$ cat config.mk
export PLATFORM = sky130hd
export DESIGN_NAME = level_sequencer
export DESIGN_NICKNAME = d
export VERILOG_FILES = /design/src/rtl/level_sequencer.sv
export SDC_FILE = /design/constraint.sdc
export NUM_CORES = 1
export LEC_CHECK = 0
export BUFFER_PORTS_ARGS = -buffer_cell sky130_fd_sc_hd__clkbuf_2
export CORE_MARGIN = 1.5
export CORE_UTILIZATION = 57
export CTS_CLUSTER_SIZE = 40
export DETAILED_ROUTE_END_ITERATION = 7
export PLACE_DENSITY_LB_ADDON = 0.25
export RECOVER_POWER = 25
export SETUP_SLACK_MARGIN = 0.4
export SLEW_MARGIN = 5
export SYNTH_ARGS = -nofsm -noshare
export SYNTH_HDL_FRONTEND = slang
export SYNTH_SLANG_ARGS = --single-unit
$ cat constraint.sdc
create_clock -name pclk -period 3.91 [get_ports pclk]
set_input_delay 0.391 -clock pclk [delete_from_list [all_inputs] [get_ports pclk]]
set_output_delay 0.391 -clock pclk [all_outputs]
set_load 0.01 [all_outputs]
$ cat src/rtl/level_sequencer.sv
// rtl/level_sequencer.sv - game-flow sequencer: title/intro/play/clear/victory/game-over, level number and strobe
module level_sequencer #(
  parameter int MAX_LEVEL    = 8,
  parameter int LIVES        = 3,
  parameter int INTRO_FRAMES = 60,
  parameter int CLEAR_FRAMES = 120
) (
  input  logic       pclk,
  input  logic       rst,
  input  logic       vsync_in,
  input  logic       start_btn,
  input  logic       enemies_cleared,
  input  logic [3:0] dead_count_1,
  input  logic [3:0] dead_count_2,
  output logic [3:0] level_out,
  output logic       level_change,
  output logic       game_active,
  output logic       freeze,
  output logic [2:0] state_out
);

  typedef enum logic [2:0] {
    ST_IDLE      = 3'd0,
    ST_INTRO     = 3'd1,
    ST_PLAY      = 3'd2,
    ST_CLEAR     = 3'd3,
    ST_VICTORY   = 3'd4,
    ST_GAME_OVER = 3'd5
  } state_t;

  state_t     r_state;
  state_t     w_next;
  logic [3:0] r_level;
  logic [3:0] w_level_next;
  logic       r_change;
  logic       w_change_next;
  logic       r_active;
  logic       r_freeze;
  logic [7:0] r_cnt;
  logic       r_entry;
  logic       r_vsync_q;
  logic       r_start_q;

  logic w_tick;
  logic w_press;
  logic w_count_ok;
  logic w_all_dead;

  assign w_tick     = vsync_in & ~r_vsync_q;
  assign w_press    = start_btn & ~r_start_q;
  // Ticks landing on the first cycle of a state are ignored
  assign w_count_ok = w_tick & ~r_entry;
  assign w_all_dead = (dead_count_1 >= 4'(LIVES)) && (dead_count_2 >= 4'(LIVES));

  always_comb begin
    w_next        = r_state;
    w_level_next  = r_level;
    w_change_next = 1'b0;
    case (r_state)
      ST_IDLE: begin
        if (w_press) begin
          w_next        = ST_INTRO;
          w_level_next  = 4'd1;
          w_change_next = 1'b1;
        end
      end
      ST_INTRO: begin
        if (w_count_ok && (r_cnt == 8'(INTRO_FRAMES - 1)))
          w_next = ST_PLAY;
      end
      ST_PLAY: begin
        if (w_all_dead)
          w_next = ST_GAME_OVER;
        else if (enemies_cleared)
          w_next = ST_CLEAR;
      end
      ST_CLEAR: begin
        if (w_count_ok && (r_cnt == 8'(CLEAR_FRAMES - 1))) begin
          if (r_level >= 4'(MAX_LEVEL)) begin
            w_next = ST_VICTORY;
          end else begin
            w_next        = ST_INTRO;
            w_level_next  = r_level + 4'd1;
            w_change_next = 1'b1;
          end
        end
      end
      ST_VICTORY, ST_GAME_OVER: begin
        if (w_press) begin
          w_next        = ST_IDLE;
          w_level_next  = 4'd0;
          w_change_next = 1'b1;
        end
      end
      default: w_next = ST_IDLE;
    endcase
  end

  always_ff @(posedge pclk or negedge rst) begin
    if (!rst) begin
      r_state   <= ST_IDLE;
      r_level   <= 4'd0;
      r_change  <= 1'b0;
      r_active  <= 1'b0;
      r_freeze  <= 1'b1;
      r_cnt     <= 8'd0;
      r_entry   <= 1'b0;
      r_vsync_q <= 1'b0;
      r_start_q <= 1'b0;
    end else begin
      r_state   <= w_next;
      r_level   <= w_level_next;
      r_change  <= w_change_next;
      r_active  <= (w_next == ST_PLAY);
      r_freeze  <= (w_next != ST_PLAY);
      r_entry   <= (w_next != r_state);
      r_vsync_q <= vsync_in;
      r_start_q <= start_btn;
      if (w_next != r_state)
        r_cnt <= 8'd0;
      else if (w_count_ok && ((r_state == ST_INTRO) || (r_state == ST_CLEAR)))
        r_cnt <= r_cnt + 8'd1;
    end
  end

  assign level_out    = r_level;
  assign level_change = r_change;
  assign game_active  = r_active;
  assign freeze       = r_freeze;
  assign state_out    = r_state;

endmodule
==> impl_metrics.py, run 1 <==
metrics = {
    "outcome": {
        "run_status": "finished clean",
    },
    "timing": {
        "period_share_pct": 54.42,
        "rsz0062_at_grt": "false",
        "setup_viol": 0,
        "slew_violations": 0,
        "setup_ws_ns": 1.782,
        "fin_setup_tns_ns": 0,
        "finalCriticalPeriod_ns": 2.128,
        "holdWs_ns": 0.2154,
        "fmax_mhz": 470.0,
        "slew_headroom_pct": 27.50,
        "finalClockSkew_ns": 0.003934,
        "hold_viol_final": 0,
        "worstMarginPinSlew_ns": 1.088,
    },
    "die": {
        "die_w_um": 47.60,
        "dieHeight_um": 47.60,
        "io_pins": 23,
        "coreArea_sq_mm": 0.001802,
        "die_area_sq_mm": 0.002265,
        "start_util_pct": 62.92,
        "num_rows": 15,
    },
    "synth": {
        "synth.distinct_cells": 39,
        "synth_ff_type": "dfrtp_1",
        "syn_nets": 129,
        "yosys_register_bits": 21,
        "synth-edff-count": 0,
        "synthesis.yosys.warnings": 0,
        "netlist_area_sq_mm": 0.001134,
        "postSynthCellCount": 113,
        "ys_seq_area_share_pct": 46.47,
        "syn_area_per_cell_sq_um": 10.03,
        "synth-async-reset-ratio_pct": 100.0,
    },
    "worst_setup_path": {
        "critPathCaptureType": "flop",
        "worstPathArrival_ns": 2.34,
        "r2r_setup_slack_ns": 1.78,
        "crit_required_ns": 4.12,
        "path_class": "flop to flop",
        "cp_max_fo": 13,
        "startpoint_type": "flop",
    },
    "power": {
        "p_leak_uw": 0.0005936,
        "seqPwrFrac_pct": 54.5,
        "power.clock.fraction_pct": 18.2,
        "powerDensity_mw_per_mm2": 443.5,
        "p_comb_share_pct": 27.3,
        "intPower_uw": 363.8,
        "ir_worst_vdd_mv": 0.3659,
        "p_sw_uw": 201.2,
        "switching_share_pct": 35.61,
    },
    "route": {
        "dr_wl_met3_um": 54,
        "vias": 870,
        "drc": 0,
        "wire_per_inst_um": 12.91,
        "drtAntennaViolNets": 0,
        "drt_iter0_drc": 18,
        "wl_met2_um": 987,
        "finalWirelength_mm": 2.066,
        "m1WireLength_um": 991,
        "top_layer_used": "met4",
        "first_pass_iters": 4,
        "viasPerCell": 5.438,
    },
    "grt": {
        "grt_max_degree": 22,
        "grt_overflow": 0,
        "grt_usage_pct": 21.51,
        "grt_pass1_wl_mm": 3.284,
        "grt_antenna_before_repair": 0,
        "grt_pass1_vias": 771,
    },
    "cts": {
        "post_cts_resized": 0,
        "clockBufferDepth": 2,
        "insertion_delay_ns": 0.30,
        "cts.clk_slew.worst_paths_ns": 0.11,
        "clock-sinks": 21,
        "cts_max_level": 1,
        "cts_tree": "yes",
        "cts_buffers": 3,
        "cts-root-buf": "clkbuf_4",
        "hold_buffers": 0,
        "cts_setup_buffers": 0,
    },
    "job": {
        "cap_violations": 0,
    },
    "placement": {
        "placedCellCount": 156,
        "portBuffers": 22,
        "place.gp.congestion": 0.8371,
        "post_dp_cell_area_sq_mm": 0.001251,
        "place_ws_ns": 1.734,
        "place_hpwl_mm": 1.588,
    },
    "finish": {
        "fin_cells": 160,
        "syn2layout_area_growth_pct": 12.36,
        "stdcell_area_sq_mm": 0.001274,
        "fin_nets": 152,
        "fillers": 173,
        "diodes": 0,
        "drive_gt1_share_pct": 21.48,
    },
    "min_path": {
        "hp-class": "primary input to flop",
    },
}
[through the flow]
step	util, %	total power, uW
after floorplan	-	419.9
final	70.69	565.0
after global routing	70.69	604.5
after global placement	69.44	460.6
after detailed placement	69.44	468.5
after CTS	70.90	570.7
[power by group through the flow]
stage               Clock [uW]  Combinational (uW)  Sequential [uW]
floorplan                    0                 119              301
global placement             0                 152              309
detailed placement           0                 157              311
CTS                        106                 158              307
global route               112                 177              315
finish                     103                 154              308
[sequential cells by signal (all words and copies together) (netlist names)]
| register | cells |
|---|---|
| r_vsync_q | 1 |
| r_start_q | 1 |
| state_out | 3 |
| level_change | 1 |
| r_cnt | 8 |
| freeze | 1 |
| r_entry | 1 |
| game_active | 1 |
| level_out | 4 |
[routing by layer]
metal	vias up	global-route usage, %
li1	444	-
met1	403	28.02
met2	17	33.78
met3	6	5.660
met4	0	9.730
met5	-	0
[final timing paths]
kind | startpoint | end | cells after the start
worst min-delay path | vsync_in | r_vsync_q | 1
worst max register to register | state_out[0] | r_cnt[7] | 5
worst min register to register | r_cnt[1] | r_cnt[1] | 2
worst max-delay path | state_out[0] | r_cnt[7] | 5
min in group asynchronous | rst | level_out[2] | 1
max in group asynchronous | rst | r_cnt[6] | 1
[cell families (layout without fill, tap and decap cells)]
family,Yosys count,in the layout,synth area share (%)
and+or+nand+nor,51,51,26.05
DFF,21,21,46.47
AOI/OAI and AO/OA,19,19,13.03
buffers and inverters,10,32,4.083
xor gates and xnor gates,8,8,6.181
adders and majority gates,3,3,3.312
muxes,1,1,0.8830
[layout make-up]
cell class              count  area [sq um]  area share [%]
multi-input cells          82         560.5           44.01
flip-flops and latches     21         526.8           41.36
repair buffers             22         106.4           8.350
well taps                  25         31.28           2.456
clock buffers               4         26.28           2.063
inverters                   6         22.52           1.768
[critical path, cell delays in order (launching register included)]
cell and delay [ns]:
dfrtp_1 0.61, nand2b_4 0.11, or4b_1 0.63, nor4_1 0.37, xor2_1 0.11, and3_1 0.19
[placed cells by master (no fill, tap or decap), drive strengths merged, types with 2 or more instances in the layout]
cell type,n
ha,3
inv,6
nand3b,2
nand2b,5
nor3,3
and2,3
nor2,17
xor2,2
or4b,2
nand3,4
xnor2,6
a41oi,2
nand2,5
o21ai,4
a211o,3
nor4,4
nor2b,2
clkbuf,26
a21oi,2
dfrtp,20
[synthesized netlist by cell type, types with 2 or more instances]
master / n / share of area [%]
dfrtp_1: 20 / 44
xnor2_1: 6 / 4.6
inv_1: 6 / 2.0
nand3_1: 4 / 1.8
nand2b_1: 4 / 2.2
ha_1: 3 / 3.3
xor2_1: 2 / 1.5
nor3_1: 3 / 1.3
nor4_1: 3 / 1.7
a41oi_1: 2 / 1.5
and2_1: 3 / 1.7
nand3b_1: 2 / 1.3
o21ai_0: 4 / 1.8
clkbuf_1: 2 / 0.66
a211o_1: 3 / 2.3
nand2_1: 5 / 1.7
nor2_1: 17 / 5.6
a21oi_1: 2 / 0.88
nor2b_1: 2 / 1.1
No activity file was read; power rests on OpenSTA's default activity.
==> run 2, diff against run 1 <==
--- a/config.mk
+++ b/config.mk
@@ -7,7 +7,7 @@
 export LEC_CHECK = 0
 export BUFFER_PORTS_ARGS = -buffer_cell sky130_fd_sc_hd__clkbuf_2
 export CORE_MARGIN = 1.5
-export CORE_UTILIZATION = 57
+export CORE_UTILIZATION = 53
 export CTS_CLUSTER_SIZE = 40
 export DETAILED_ROUTE_END_ITERATION = 7
 export PLACE_DENSITY_LB_ADDON = 0.25
==> constraint.sdc (replaced) <==
create_clock -name pclk -period 2.2 [get_ports pclk]
set_input_delay 0.22 -clock pclk [delete_from_list [all_inputs] [get_ports pclk]]
set_output_delay 0.22 -clock pclk [all_outputs]
set_load 0.01 [all_outputs]
==> run 2 against run 1 <==
Compared with the run above:
- final cell count rose by 6.3%
- via count is 8.4% higher
- highest routed layer unchanged
- sequential share of layout area is 4.2 points lower
==> impl_metrics.py, run 2 (synthesis results as in run 1) <==
metrics = {
    "route": {
        "finalWirelength_mm": 2.378,
        "first_pass_iters": 4,
        "vias": 943,
        "drtAntennaViolNets": 0,
        "viasPerCell": 5.547,
        "drt_iter0_drc": 24,
        "wire_per_inst_um": 13.99,
        "drc": 0,
    },
    "cts": {
        "clockBufferDepth": 2,
        "cts-root-buf": "clkbuf_4",
        "insertion_delay_ns": 0.29,
        "cts_tree": "yes",
        "clock-sinks": 21,
        "cts_buffers": 3,
        "cts.clk_slew.worst_paths_ns": 0.11,
        "cts_max_level": 1,
    },
    "timing": {
        "fmax_mhz": 502.3,
        "rsz0062_at_grt": "true",
        "setup_ws_ns": 0.2091,
        "worstMarginPinSlew_ns": 1.093,
        "fin_setup_tns_ns": 0,
        "slew_violations": 0,
        "finalCriticalPeriod_ns": 1.991,
        "period_share_pct": 90.50,
        "slew_headroom_pct": 27.12,
        "hold_viol_final": 0,
        "setup_viol": 0,
        "finalClockSkew_ns": 0.004185,
    },
    "worst_setup_path": {
        "path_class": "flop to flop",
        "crit_required_ns": 2.44,
        "reg2reg_depth": 6,
        "startpoint_type": "flop",
        "worstPathArrival_ns": 2.23,
        "critPathCaptureType": "flop",
        "cp_max_fo": 3,
    },
    "finish": {
        "multi_input_area_sq_um": 639.4,
        "regArea_sq_um": 528.0,
        "largest-register": "r_cnt",
        "largest_reg_flops": 8,
        "diodes": 0,
        "fin_nets": 160,
        "drive_gt1_share_pct": 33.57,
        "fillers": 150,
        "final_cell_mix": "dfrtp_1 (19), clkbuf_2 (19), nor2_1 (16)",
        "syn2layout_area_growth_pct": 25.50,
    },
    "die": {
        "coreArea_sq_mm": 0.001982,
        "die_area_sq_mm": 0.002425,
        "start_util_pct": 57.20,
        "dieHeight_um": 49.25,
        "die_w_um": 49.25,
        "num_rows": 16,
        "io_pins": 23,
    },
    "grt": {
        "grt_max_degree": 22,
        "grt_usage_pct": 20.91,
        "grt_pass1_vias": 888,
        "grt_pass1_wl_mm": 3.974,
        "grt_antenna_before_repair": 0,
        "grt_overflow": 0,
    },
    "job": {
        "cap_violations": 0,
    },
    "placement": {
        "place.gp.congestion": 0.8404,
        "place_hpwl_mm": 1.617,
        "place_ws_ns": 0.1972,
        "portBuffers": 22,
    },
    "power": {
        "powerDensity_mw_per_mm2": 752.4,
        "ir_worst_vdd_mv": 0.5958,
        "p_leak_uw": 0.0006572,
    },
    "min_path": {
        "hp-class": "primary input to flop",
        "min_path_cells": 1,
    },
    "outcome": {
        "run_status": "finished clean",
    },
}
==> run 2: routing by layer <==
layer / wire length, um / vias up / track usage [%]
met5: 0 / - / 0
met4: 19 / 0 / 7.619
met3: 123 / 4 / 4.294
met2: 1064 / 28 / 30.86
met1: 1170 / 455 / 30.26
li1: - / 456 / -
==> run 2: metrics by stage <==
stage,cells,area (sq um),hold WS (ns),utilization (%),power [uW]
final,170,1423,0.05316,71.78,1070
after global routing,170,1423,0.04825,71.78,1144
after CTS,167,1354,0.04436,68.31,1045
after detailed placement,160,1291,0.2141,65.15,854.4
after global placement,160,1291,0.2073,65.15,839.3
after floorplan,113,1162,-0.07559,-,756.2
==> run 2: layout make-up <==
type,instances,area share (%)
multi-input combinational,82,44.94
sequential,21,37.12
timing repair buffer,30,12.14
tap,27,2.375
clock buffer,4,1.847
inverter,6,1.583
==> run 2: worst max-delay path, cell delays in order (launching register included) <==
cell and delay, ns:
dfrtp_1 0.41, or4b_4 0.57, buf_4 0.16, nor4_4 0.23, o32ai_1 0.12, a211oi_2 0.27
and2_1 0.18
==> run 2: timing repair <==
item	4_1_cts	5_1_grt
setup endpoints to repair	16	18
hold buffers	1	0
pin swaps	6	5
endpoints found under the hold margin	20	0
gates resized for setup	3	11
setup buffers	2	3
==> run 2: final timing paths <==
check                          start           end  slack [ns]
min in group asynchronous        rst     r_start_q        0.64
hold / removal             start_btn     r_start_q        0.05
setup / recovery           r_vsync_q   game_active        0.21
max in group asynchronous        rst  state_out[2]        0.84
setup reg to reg           r_vsync_q   game_active        0.21
hold reg to reg             r_cnt[1]      r_cnt[1]        0.60
==> run 2: where the power goes <==
group          switching (uW)  internal [uW]  leakage, uW
clock network             108           70.5    0.0000150
registers                88.0            450     0.000269
logic                     202            152     0.000373
total                     398            672     0.000657
